--- config.mk ---
export PLATFORM = sky130hd
export DESIGN_NAME = tree_vote_sequencer
export DESIGN_NICKNAME = d
export VERILOG_FILES = /design/src/rtl/tree_vote_sequencer.sv
export SDC_FILE = /design/constraint.sdc
export NUM_CORES = 1
export LEC_CHECK = 0
export CAP_MARGIN = 10
export CORE_ASPECT_RATIO = 1.25
export CORE_UTILIZATION = 45
export DETAILED_ROUTE_END_ITERATION = 8
export DONT_BUFFER_PORTS = 1
export MAX_ROUTING_LAYER = met4
export PLACE_DENSITY = 0.68
export SLEW_MARGIN = 20
export SYNTH_ARGS = -nofsm -noshare
export SYNTH_HDL_FRONTEND = slang
export SYNTH_SLANG_ARGS = --single-unit
--- constraint.sdc ---
create_clock -name clk -period 2 [get_ports clk]
set_clock_uncertainty 0.2 [all_clocks]
set_input_delay 0.2 -clock clk [delete_from_list [all_inputs] [get_ports clk]]
set_output_delay 0.2 -clock clk [all_outputs]
set_load 0.005 [all_outputs]
--- src/rtl/tree_vote_sequencer.sv ---
// Runs one shared decision-tree bank over a held feature vector, one tree per cycle, and reports a thresholded vote.
// Optional macro TREE_VOTE_EARLY_EXIT_EN: stop evaluating as soon as the decision can no longer change.
module tree_vote_sequencer #(
   parameter  int FEAT_W      = 51,
   parameter  int N_TREES     = 8,
   parameter  int SEL_W       = 3,
   parameter  int VOTE_THRESH = 5,
   localparam int CNT_W       = $clog2(N_TREES + 1)
) (
   input  logic              clk,
   input  logic              rst_n,
   input  logic              s_valid,
   output logic              s_ready,
   input  logic [FEAT_W-1:0] s_feat,
   output logic [FEAT_W-1:0] feat_o,
   output logic [SEL_W-1:0]  tree_sel,
   input  logic              tree_vote,
   output logic              m_valid,
   input  logic              m_ready,
   output logic              m_class,
   output logic [CNT_W-1:0]  m_votes,
   output logic              busy
);

   typedef enum logic [1:0] {IDLE, EVAL, DONE} state_t;

   localparam logic [SEL_W-1:0] LAST_SEL = SEL_W'(N_TREES - 1);
   localparam logic [CNT_W-1:0] THRESH   = CNT_W'(VOTE_THRESH);

   state_t           state, state_next;
   logic [CNT_W-1:0] count;
   logic [CNT_W-1:0] new_count;
   logic             load;
   logic             finish;
   logic             early;

`ifdef TREE_VOTE_EARLY_EXIT_EN
   logic [CNT_W:0]   reach;
`endif

   always_ff @(posedge clk or negedge rst_n) begin
      if (!rst_n) state <= IDLE;
      else        state <= state_next;
   end

   // NOTE: every variable driven here gets a default first, so no path leaves it unassigned and no latch is inferred.
   always_comb begin
      state_next = state;
      load       = 1'b0;
      finish     = 1'b0;
      new_count  = count + CNT_W'(tree_vote);
`ifdef TREE_VOTE_EARLY_EXIT_EN
      // Best reachable total if every remaining tree voted 1.
      reach      = {1'b0, new_count} + (CNT_W+1)'(LAST_SEL - tree_sel);
      early      = (new_count >= THRESH) || (reach < (CNT_W+1)'(VOTE_THRESH));
`else
      early      = 1'b0;
`endif
      case (state)
         IDLE: begin
            if (s_valid) begin
               load       = 1'b1;
               state_next = EVAL;
            end
         end
         EVAL: begin
            finish = (tree_sel == LAST_SEL) || early;
            if (finish) state_next = DONE;
         end
         DONE: begin
            if (m_ready) state_next = IDLE;
         end
         default: state_next = IDLE;
      endcase
   end

   // NOTE: sequential state uses non-blocking assignments so every register samples pre-edge values.
   always_ff @(posedge clk or negedge rst_n) begin
      if (!rst_n) begin
         feat_o   <= '0;
         tree_sel <= '0;
         count    <= '0;
         m_votes  <= '0;
         m_class  <= 1'b0;
      end else if (load) begin
         feat_o   <= s_feat;
         tree_sel <= '0;
         count    <= '0;
      end else if (state == EVAL) begin
         count <= new_count;
         if (finish) begin
            m_votes <= new_count;
            m_class <= (new_count >= THRESH);
         end else begin
            tree_sel <= tree_sel + SEL_W'(1);
         end
      end
   end

   assign s_ready = (state == IDLE);
   assign m_valid = (state == DONE);
   assign busy    = (state != IDLE);

endmodule

== Word-level counts from Yosys, hierarchy flattened ==
Index checks and enable logic that the tools add are counted.

* Bits in registers: 65
* Latch bits: 0
* Bits in writable memories: 0
* Bits in read-only memories: 0
* Output and inout bits: 62
* Memories: 0

* Add/sub/neg operators: 2
* $mul: 0
* Div/mod/pow operators: 0
* Order comparisons: 1
* Eq/ne operators: 7
* Shift-type cells: 0
* Mux-type cells: 12
* Bitwise logic cells: 1
* Reduce and logical (&&, ||, !) cells: 6

{| class="wikitable"
|+ Operators by type and width
! operator !! number
|-
| 3-bit 2-to-1 mux || 3
|-
| 4-bit 2-to-1 mux || 2
|-
| 2-bit 2-to-1 mux || 3
|-
| 2-bit != test, second input constant || 3
|-
| 2-bit one-hot mux with 3 select lines || 1
|-
| 3-bit AND reduction || 2
|-
| 4-bit by 1-bit adder with 4-bit output || 1
|-
| 4-bit by 3-bit >= comparator with 1-bit output, second input constant || 1
|-
| 2-bit nonzero test || 2
|-
| 3-bit by 1-bit adder with 3-bit output, second input constant || 1
|-
| 3-bit == test, second input constant || 1
|-
| 1-bit 2-to-1 mux || 3
|-
| 2-bit by 1-bit == test with 1-bit output, second input constant || 1
|-
| 2-bit == test, second input constant || 1
|-
| 2-bit zero test || 1
|-
| 2-bit by 1-bit != test with 1-bit output, second input constant || 1
|-
| 2-bit AND reduction || 1
|-
| 1-bit NOT || 1
|}

== Depth between registers and ports, before layout ==
Gate-level depths: netlist of run 1.

* Depth in word-level cells: 5
* Depth in mapped cells: 6
* Gate-level depth less buffers: 5

== Worst setup path after synthesis of run 1 ==
No wires, ideal clock.

* Path kind: register -> register
* Start point: register tree_sel[0]
* End point: register tree_sel[0]
* Setup time: 0.119 ns
* Data arrival time: 1.366 ns
* Required time: 1.681 ns
* Slack: 0.315 ns
* Cell stages (with the launch flop): 6
* Path buffers: 0
* Period minus slack after synthesis: 1.685 ns
* Cell sequence: dfrtp_1 ha_1 ha_1 nor3b_1 xnor2_1 nor2_1

* Word-level cells in the longest chain between the ends: 4
* Elaborated cells on any way between the ends: 8
* Classes of those cells: add/sub (1); eq/ne (2); mux (4); reduce/logical (1)

{| class="wikitable"
|+ Ends and longest elaborated chain
! element !! line !! RTL
|-
| start: declaration || 16 || <nowiki>output logic [SEL_W-1:0] tree_sel,</nowiki>
|-
| start signal: assignment || 95 || <nowiki>tree_sel <= tree_sel + SEL_W'(1);</nowiki>
|-
| 3-bit by 1-bit adder with 3-bit output / 3-bit == test (equally long branches) || 95, 67 ||
|-
| 3-bit 2-to-1 mux / 1-bit 2-to-1 mux (equally long branches) || 91, 59 ||
|-
| 3-bit 2-to-1 mux / 2-bit != test (equally long branches) || n/a ||
|-
| 3-bit 2-to-1 mux / 2-bit AND reduction (equally long branches) || n/a ||
|}

Parallel ways exist; a longest one is shown, timed or not. The select of a mux whose other input is x is not followed.
A chain may end at the register's enable or synchronous reset.

== Worst setup path in the final report of run 1 ==
* Start point: register tree_sel[0]
* End point: register m_class

* Word-level cells in the longest chain between the ends: 3

{| class="wikitable"
|+ Ends and longest elaborated chain
! element !! line !! RTL
|-
| 3-bit == test || 67 || <nowiki>finish = (tree_sel == LAST_SEL) || early;</nowiki>
|-
| 1-bit 2-to-1 mux || 59 || <nowiki>case (state)</nowiki>
|-
| 3-bit AND reduction (no line) || n/a ||
|-
| end signal: assignment || 93 || <nowiki>m_class <= (new_count >= THRESH);</nowiki>
|-
| end: declaration || 20 || <nowiki>output logic m_class,</nowiki>
|}

No other way between the ends.

==> metrics.txt, run 1 <==
crit-path cells ha_1, ha_1, nand3b_1, nor2b_1, a31oi_1; Starting Density between 40% and 50%; H-tree Lvls 3; Post-synth EDFFs 0; DR DRC count 0; Post-DP Area between 2000 and 3000 um^2; syn avg cell area about 15 um^2; Final nets just under 300; Rows 30; vias post-DR roughly 1600; Critical Path AT 1.81 ns; slowest stage cell, crit path dfrtp_1; worst vdd ir around 0.70 mV; area of the multi-input gates between 800 and 900 um^2; RSZ-0062 raised after global routing no; Slew Viols, Final 0; Max Cap Violations 0; Hold Crit Start tree_vote; Reg area about 1600 um^2; setup TNS 0 ns; DRT Wirelength 5.31 mm; Reg clk slew, reported paths 0.07 ns; CTS tree yes; Setup Fix Bufs, Post-CTS 0; Die X a little under 70 um; synthesized net count around 230; post-route ant nets 0; largest area contributor in the netlist dfrtp_1; top cells by area, synth dfrtp_1, mux2_2, ha_1, o21ai_0, nand2_1; worst slew pin tran roughly 0.31 ns; status finished, final reports clean; list of most frequent post-synthesis cells dfrtp_1, mux2_2, nand2_1; Post-DP HPWL roughly 3.3 mm; clock buffer depth 2; Iteration-0 DRC Markers 63; CP Class flop to flop; layout cells sized above 1 29.5%; Critical Path RT between 2 and 2.5 ns; CTS Buf Count 9; IO Port Bufs 0; minimum clock period ~1.8 ns; DR pass1 iterations 4; crit path launch type flop; Ant. Diodes 0; total gr overflow 0; Critical Path Max Stage Delay roughly 0.43 ns; clock insertion delay at the later pin of the skew report roughly 0.32 ns; Syn-to-layout area delta 31.5%; DR vias/cell between 5 and 6; Critical Path End Type flop; worst hold path type primary input to flop; total track usage roughly a fifth; leakage power between 1 and 1.5 nW; count of final setup violators 0; Syn Inst Count 173; vias in the first global route approximately 1800; die area 6000 um^2; synthesized flop and latch total 65; Post-synth ARST share between 90% and 100%; Clock Sinks 65; Tcrit/Tclk final 88.3%; GPL Wtd Cong 0.695; initial antenna violation count 0; P per Cell Area ~1400 nW/um^2; most common cell in the netlist dfrtp_1; final total power between 0.004 and 0.005 W; top cell type's share of synthesized area 63.4%; Slew Limit Headroom 79.2%; f_max 0.566 GHz; RR Startpoint tree_sel[0]$_DFFE_PN0P_; Core Area between 5000 and 6000 um^2; post-route cell area between 3000 and 4000 um^2; critical path startpoint tree_sel[0]$_DFFE_PN0P_; first-pass GRT wire length around 8.6 mm; IO Count roughly 120; Clock Tree Root clkbuf_8; # fillers roughly 400; Yosys Warn Count 0; most used cell, CP ha_1; largest net degree at the start of global routing 66; Main synth FF type dfrtp_1; sequential share of the synthesized area a little under two thirds; Mapped Area 2560 um^2; Synth cell types 26; CP Max Fanout 10; Avg WL per Cell roughly 18 um; final hold violation count 0; Die H about 86 um
-- through the flow --
step,worst slack [ns],hold slack [ns],util (%),std cells
finish,0.234,0.0635,62.0,301
global placement,0.259,-0.294,48.2,231
global route,0.0730,0.0984,62.0,301
detailed placement,0.126,-0.294,48.2,231
CTS,0.107,0.0543,61.9,301
floorplan,0.315,-0.296,-,173
-- per-layer routing --
metal | GRT usage (%) | up-vias | wire length [um]
met4 | 10.0 | 0 | 146
met5 | - | - | 0
met2 | 33.4 | 87 | 2880
met3 | 6.05 | 15 | 346
met1 | 20.4 | 773 | 1940
li1 | - | 724 | -
-- layout by cell type, fill, tap and decap left out --
cell,count
dlygate4sd3_1,53
o21ai_0,7
buf_12,2
ha_1,4
dfrtp_1,65
nand2b_1,2
nand3_1,1
nand3b_1,3
inv_1,5
nor2b_1,1
clkinv_2,4
o21ai_1,1
xor2_1,1
nor3b_4,1
nand2_1,9
mux2_2,49
xnor2_1,2
nor3b_2,1
a21o_1,1
buf_16,1
o22ai_1,3
nor2_1,3
clkbuf_1,1
clkbuf_8,9
a21oi_1,2
a31oi_1,1
bufinv_16,1
mux2_1,2
or2_2,1
clkinv_4,1
-- registers in the layout, indices dropped and copies added (netlist names) --
signal / count
m_votes: 4
feat_o: 51
state: 2
count: 4
m_class: 1
tree_sel: 3
-- report_power, final --
part	internal [W]	switching (W)	total, W
combinational	0.000766	0.000517	0.00128
sequential	0.00198	0.000546	0.00253
clock	0.000569	0.000469	0.00104
total	0.00332	0.00153	0.00485
-- final timing paths --
kind                                          endpoint  slack [ns]  depth (start not counted)
worst max-delay path               m_class$_DFFE_PN0P_        0.23                          5
worst min-delay path              count[0]$_DFFE_PN0P_        0.06                          3
worst max register to register     m_class$_DFFE_PN0P_        0.23                          5
worst min register to register  m_votes[2]$_DFFE_PN0P_        0.32                          2
max in group asynchronous       feat_o[45]$_DFFE_PN0P_        1.13                          2
min in group asynchronous       feat_o[11]$_DFFE_PN0P_        0.21                          2
-- logic make-up (layout without fill, tap and decap cells) --
group | count (synthesis) | count (layout) | share of synthesized area, %
xor gates and xnor gates | 3 | 3 | 1.03
muxes | 51 | 51 | 22.4
buffers and inverters | 13 | 77 | 3.12
adders and majority gates | 4 | 4 | 1.95
AOI/OAI and AO/OA | 15 | 15 | 3.22
and+or+nand+nor | 22 | 22 | 4.83
DFF | 65 | 65 | 63.4
-- timing repair --
item                                   CTS  global route
setup endpoints to repair                0             2
endpoints found under the hold margin  117             0
gates resized for setup                  0             1
hold buffers                            54             0
-- worst max-delay path, delay by kind of cell, from the launching register on --
family,cells,cell delay [ns]
AND/OR/NAND/NOR,2,0.49
flip-flops,1,0.43
adder cells (fa/ha/maj),2,0.42
AO/OA/AOI/OAI,1,0.14
-- area by class of cell --
class,count,share of cell area [%]
inverter,5,0.557
sequential,65,48.2
multi-input combinational,95,25.6
clock inverter,6,1.74
timing repair buffer,56,17.7
tap,64,2.37
clock buffer,10,3.78
Power figures use the tool's default switching activity.
==> run 2: changes to the inputs <==
--- a/config.mk
+++ b/config.mk
@@ -10,6 +10,7 @@
 export CORE_UTILIZATION = 45
 export DETAILED_ROUTE_END_ITERATION = 8
 export DONT_BUFFER_PORTS = 1
+export HOLD_SLACK_MARGIN = 0.1
 export MAX_ROUTING_LAYER = met4
 export PLACE_DENSITY = 0.68
 export SLEW_MARGIN = 20
==> run 2 against run 1 <==
  * Clock power about the same
  * Critical endpoint unchanged
  * Routed wire length grew 0.23%
  * Die area did not move
  * Global-route usage stayed put
  * Worst hold slack gained 0.097 ns
  * Via count is 0.19% higher
  * Largest power group unchanged
  * First-iteration DRC count grew 24%
  * Register-to-register slack barely moved
  * Sequential cell count is the same
  * Sequential share of layout area fell by 0.14 points
  * Final area grew 0.30%
  * Cell count increased by 0.33%
==> metrics.txt, run 2 (same netlist as run 1, synthesis figures left out) <==
Clock Tree Root clkbuf_8; Iteration-0 DRC Markers 78 (+24%); most frequent cells in the layout dfrtp_1, dlygate4sd3_1, mux2_2; Tcrit/Tclk final 88.3% (about the same); Core Area 5440 um^2 (unchanged); setup TNS 0 ns (unchanged); first-pass GRT wire length 8.57 mm (unchanged); clock insertion delay at the later pin of the skew report 0.32 ns (about the same); Final Non-Filler Cells 302 (+0.33%); DRT Wirelength 5.32 mm (+0.23%); Rows 30 (unchanged); count of final setup violators 0 (unchanged); worst hold path stage count 3 (unchanged); IO Port Bufs 0 (unchanged); Ant. Diodes 0 (unchanged); final total power 0.00485 W (about the same); Placed Instances 231 (unchanged); reg2reg setup slack 0.23 ns (about the same); commonest non-fill, non-tap cell in the layout dfrtp_1; worst slew pin tran 0.319 ns (+0.00828 ns); RR Startpoint tree_sel[0]$_DFFE_PN0P_; post-route cell area 3380 um^2 (+0.30%); Max Cap Violations 0 (unchanged); Post-DP Area 2620 um^2 (unchanged); worst vdd ir 0.702 mV (about the same); RSZ-0062 raised after global routing no; Final nets 293 (+0.34%); IO Count 118 (unchanged); P per Cell Area 1430 nW/um^2 (-0.26%); Syn-to-layout area delta 31.9%; vias post-DR 1602 (+0.19%); die area 6000 um^2 (unchanged); CP Class flop to flop; f_max 0.566 GHz (about the same); layout cells sized above 1 29.4% (-0.12 points); total gr overflow 0 (unchanged); crit path launch type flop; reg2reg path depth 5 (unchanged); Reg clk slew, reported paths 0.07 ns (about the same); Slew Viols, Final 0 (unchanged); minimum clock period 1.77 ns (+0.000262 ns); status finished, final reports clean; Worst Setup EP m_class$_DFFE_PN0P_; clock buffer depth 2 (unchanged); total track usage 19.6% (unchanged); Slew Limit Headroom 78.7% (-0.49 points); Setup Fix Bufs, Post-CTS 0 (unchanged); Top Registers feat_o: 51 flops, count: 4 flops, m_votes: 4 flops; Critical Path RT 2.05 ns (about the same); Largest register FFs 51 (unchanged); Critical Path End Type flop; Post-DP HPWL 3.34 mm (unchanged); leakage power 1.46 nW (+0.29%); critical path startpoint tree_sel[0]$_DFFE_PN0P_; Final Core Density 62.1% (+0.18 points); Most flops, register feat_o; vias in the first global route 1805 (+0.11%); GPL Wtd Cong 0.695 (unchanged); DR vias/cell 5.30 (-0.14%); final hold violation count 0 (unchanged); largest net degree at the start of global routing 66 (unchanged); Avg WL per Cell 17.6 um (-0.11%); Die X 69.5 um (unchanged); DR pass1 iterations 4 (unchanged); Starting Density 47.1% (unchanged); CTS Buf Count 9 (unchanged); H-tree Lvls 3 (unchanged); worst hold path type primary input to flop; FF-to-FF End m_class$_DFFE_PN0P_; Critical Path AT 1.81 ns (about the same); post-route ant nets 0 (unchanged); Die H 86.4 um (unchanged); DR DRC count 0 (unchanged); CTS tree yes; initial antenna violation count 0 (unchanged); CP Max Fanout 10 (unchanged); Clock Sinks 65 (unchanged)
[run 2: cell count changes in the layout (fill, tap and decap cells not counted)]
cell / previous run / this run
dlygate4sd3_1: 53 / 54
[run 2: layout make-up]
cell class | count | area [um^2]
clock inverter | 6 | 58.8
sequential | 65 | 1630
fill | 398 | 2060
tap | 64 | 80.1
clock buffer | 10 | 128
timing repair buffer | 57 | 608
multi-input combinational | 95 | 862
inverter | 5 | 18.8
[run 2: worst max-delay path, cell delays in order (launching register included)]
cell	delay, ns
dfrtp_1	0.43
ha_1	0.19
ha_1	0.23
nand3b_1	0.26
nor2b_1	0.23
a31oi_1	0.14
[run 2: stage by stage]
step / hold WS [ns] / worst slack, ns
floorplan: -0.296 / 0.315
global placement: -0.294 / 0.259
detailed placement: -0.294 / 0.126
CTS: 0.138 / 0.107
global route: 0.172 / 0.0730
finish: 0.161 / 0.233
[run 2: report_power, final]
group	internal (W)	switching (W)	total (W)
clock network	0.000569	0.000469	0.00104
registers	0.00198	0.000545	0.00253
logic	0.000767	0.000518	0.00128
total	0.00332	0.00153	0.00485
[run 2: how the worst min path moves through the flow]
| stage | start | slack [ns] | endpoint |
|---|---|---|---|
| after floorplan | rst_n | -0.30 | count[0]$_DFFE_PN0P_ |
| after detailed placement | rst_n | -0.29 | feat_o[29]$_DFFE_PN0P_ |
| after global routing | s_valid | 0.17 | tree_sel[2]$_DFFE_PN0P_ |
| after CTS | s_valid | 0.14 | tree_sel[0]$_DFFE_PN0P_ |
| final | s_valid | 0.16 | tree_sel[0]$_DFFE_PN0P_ |
| after global placement | rst_n | -0.29 | feat_o[11]$_DFFE_PN0P_ |
[run 2: repair_timing]
item	in CTS	in global routing
hold buffers	55	0
endpoints found under the setup margin	0	2
endpoints found under the hold margin	118	0
gates resized for setup	0	1
[run 2: per-layer routing]
metal  GRT usage (%)  wire length [um]  vias up
met5               -                 0        -
met4            10.0               152        0
met3            6.05               348       17
met2            33.4              2860       88
met1            20.4              1960      772
li1                -                 -      725
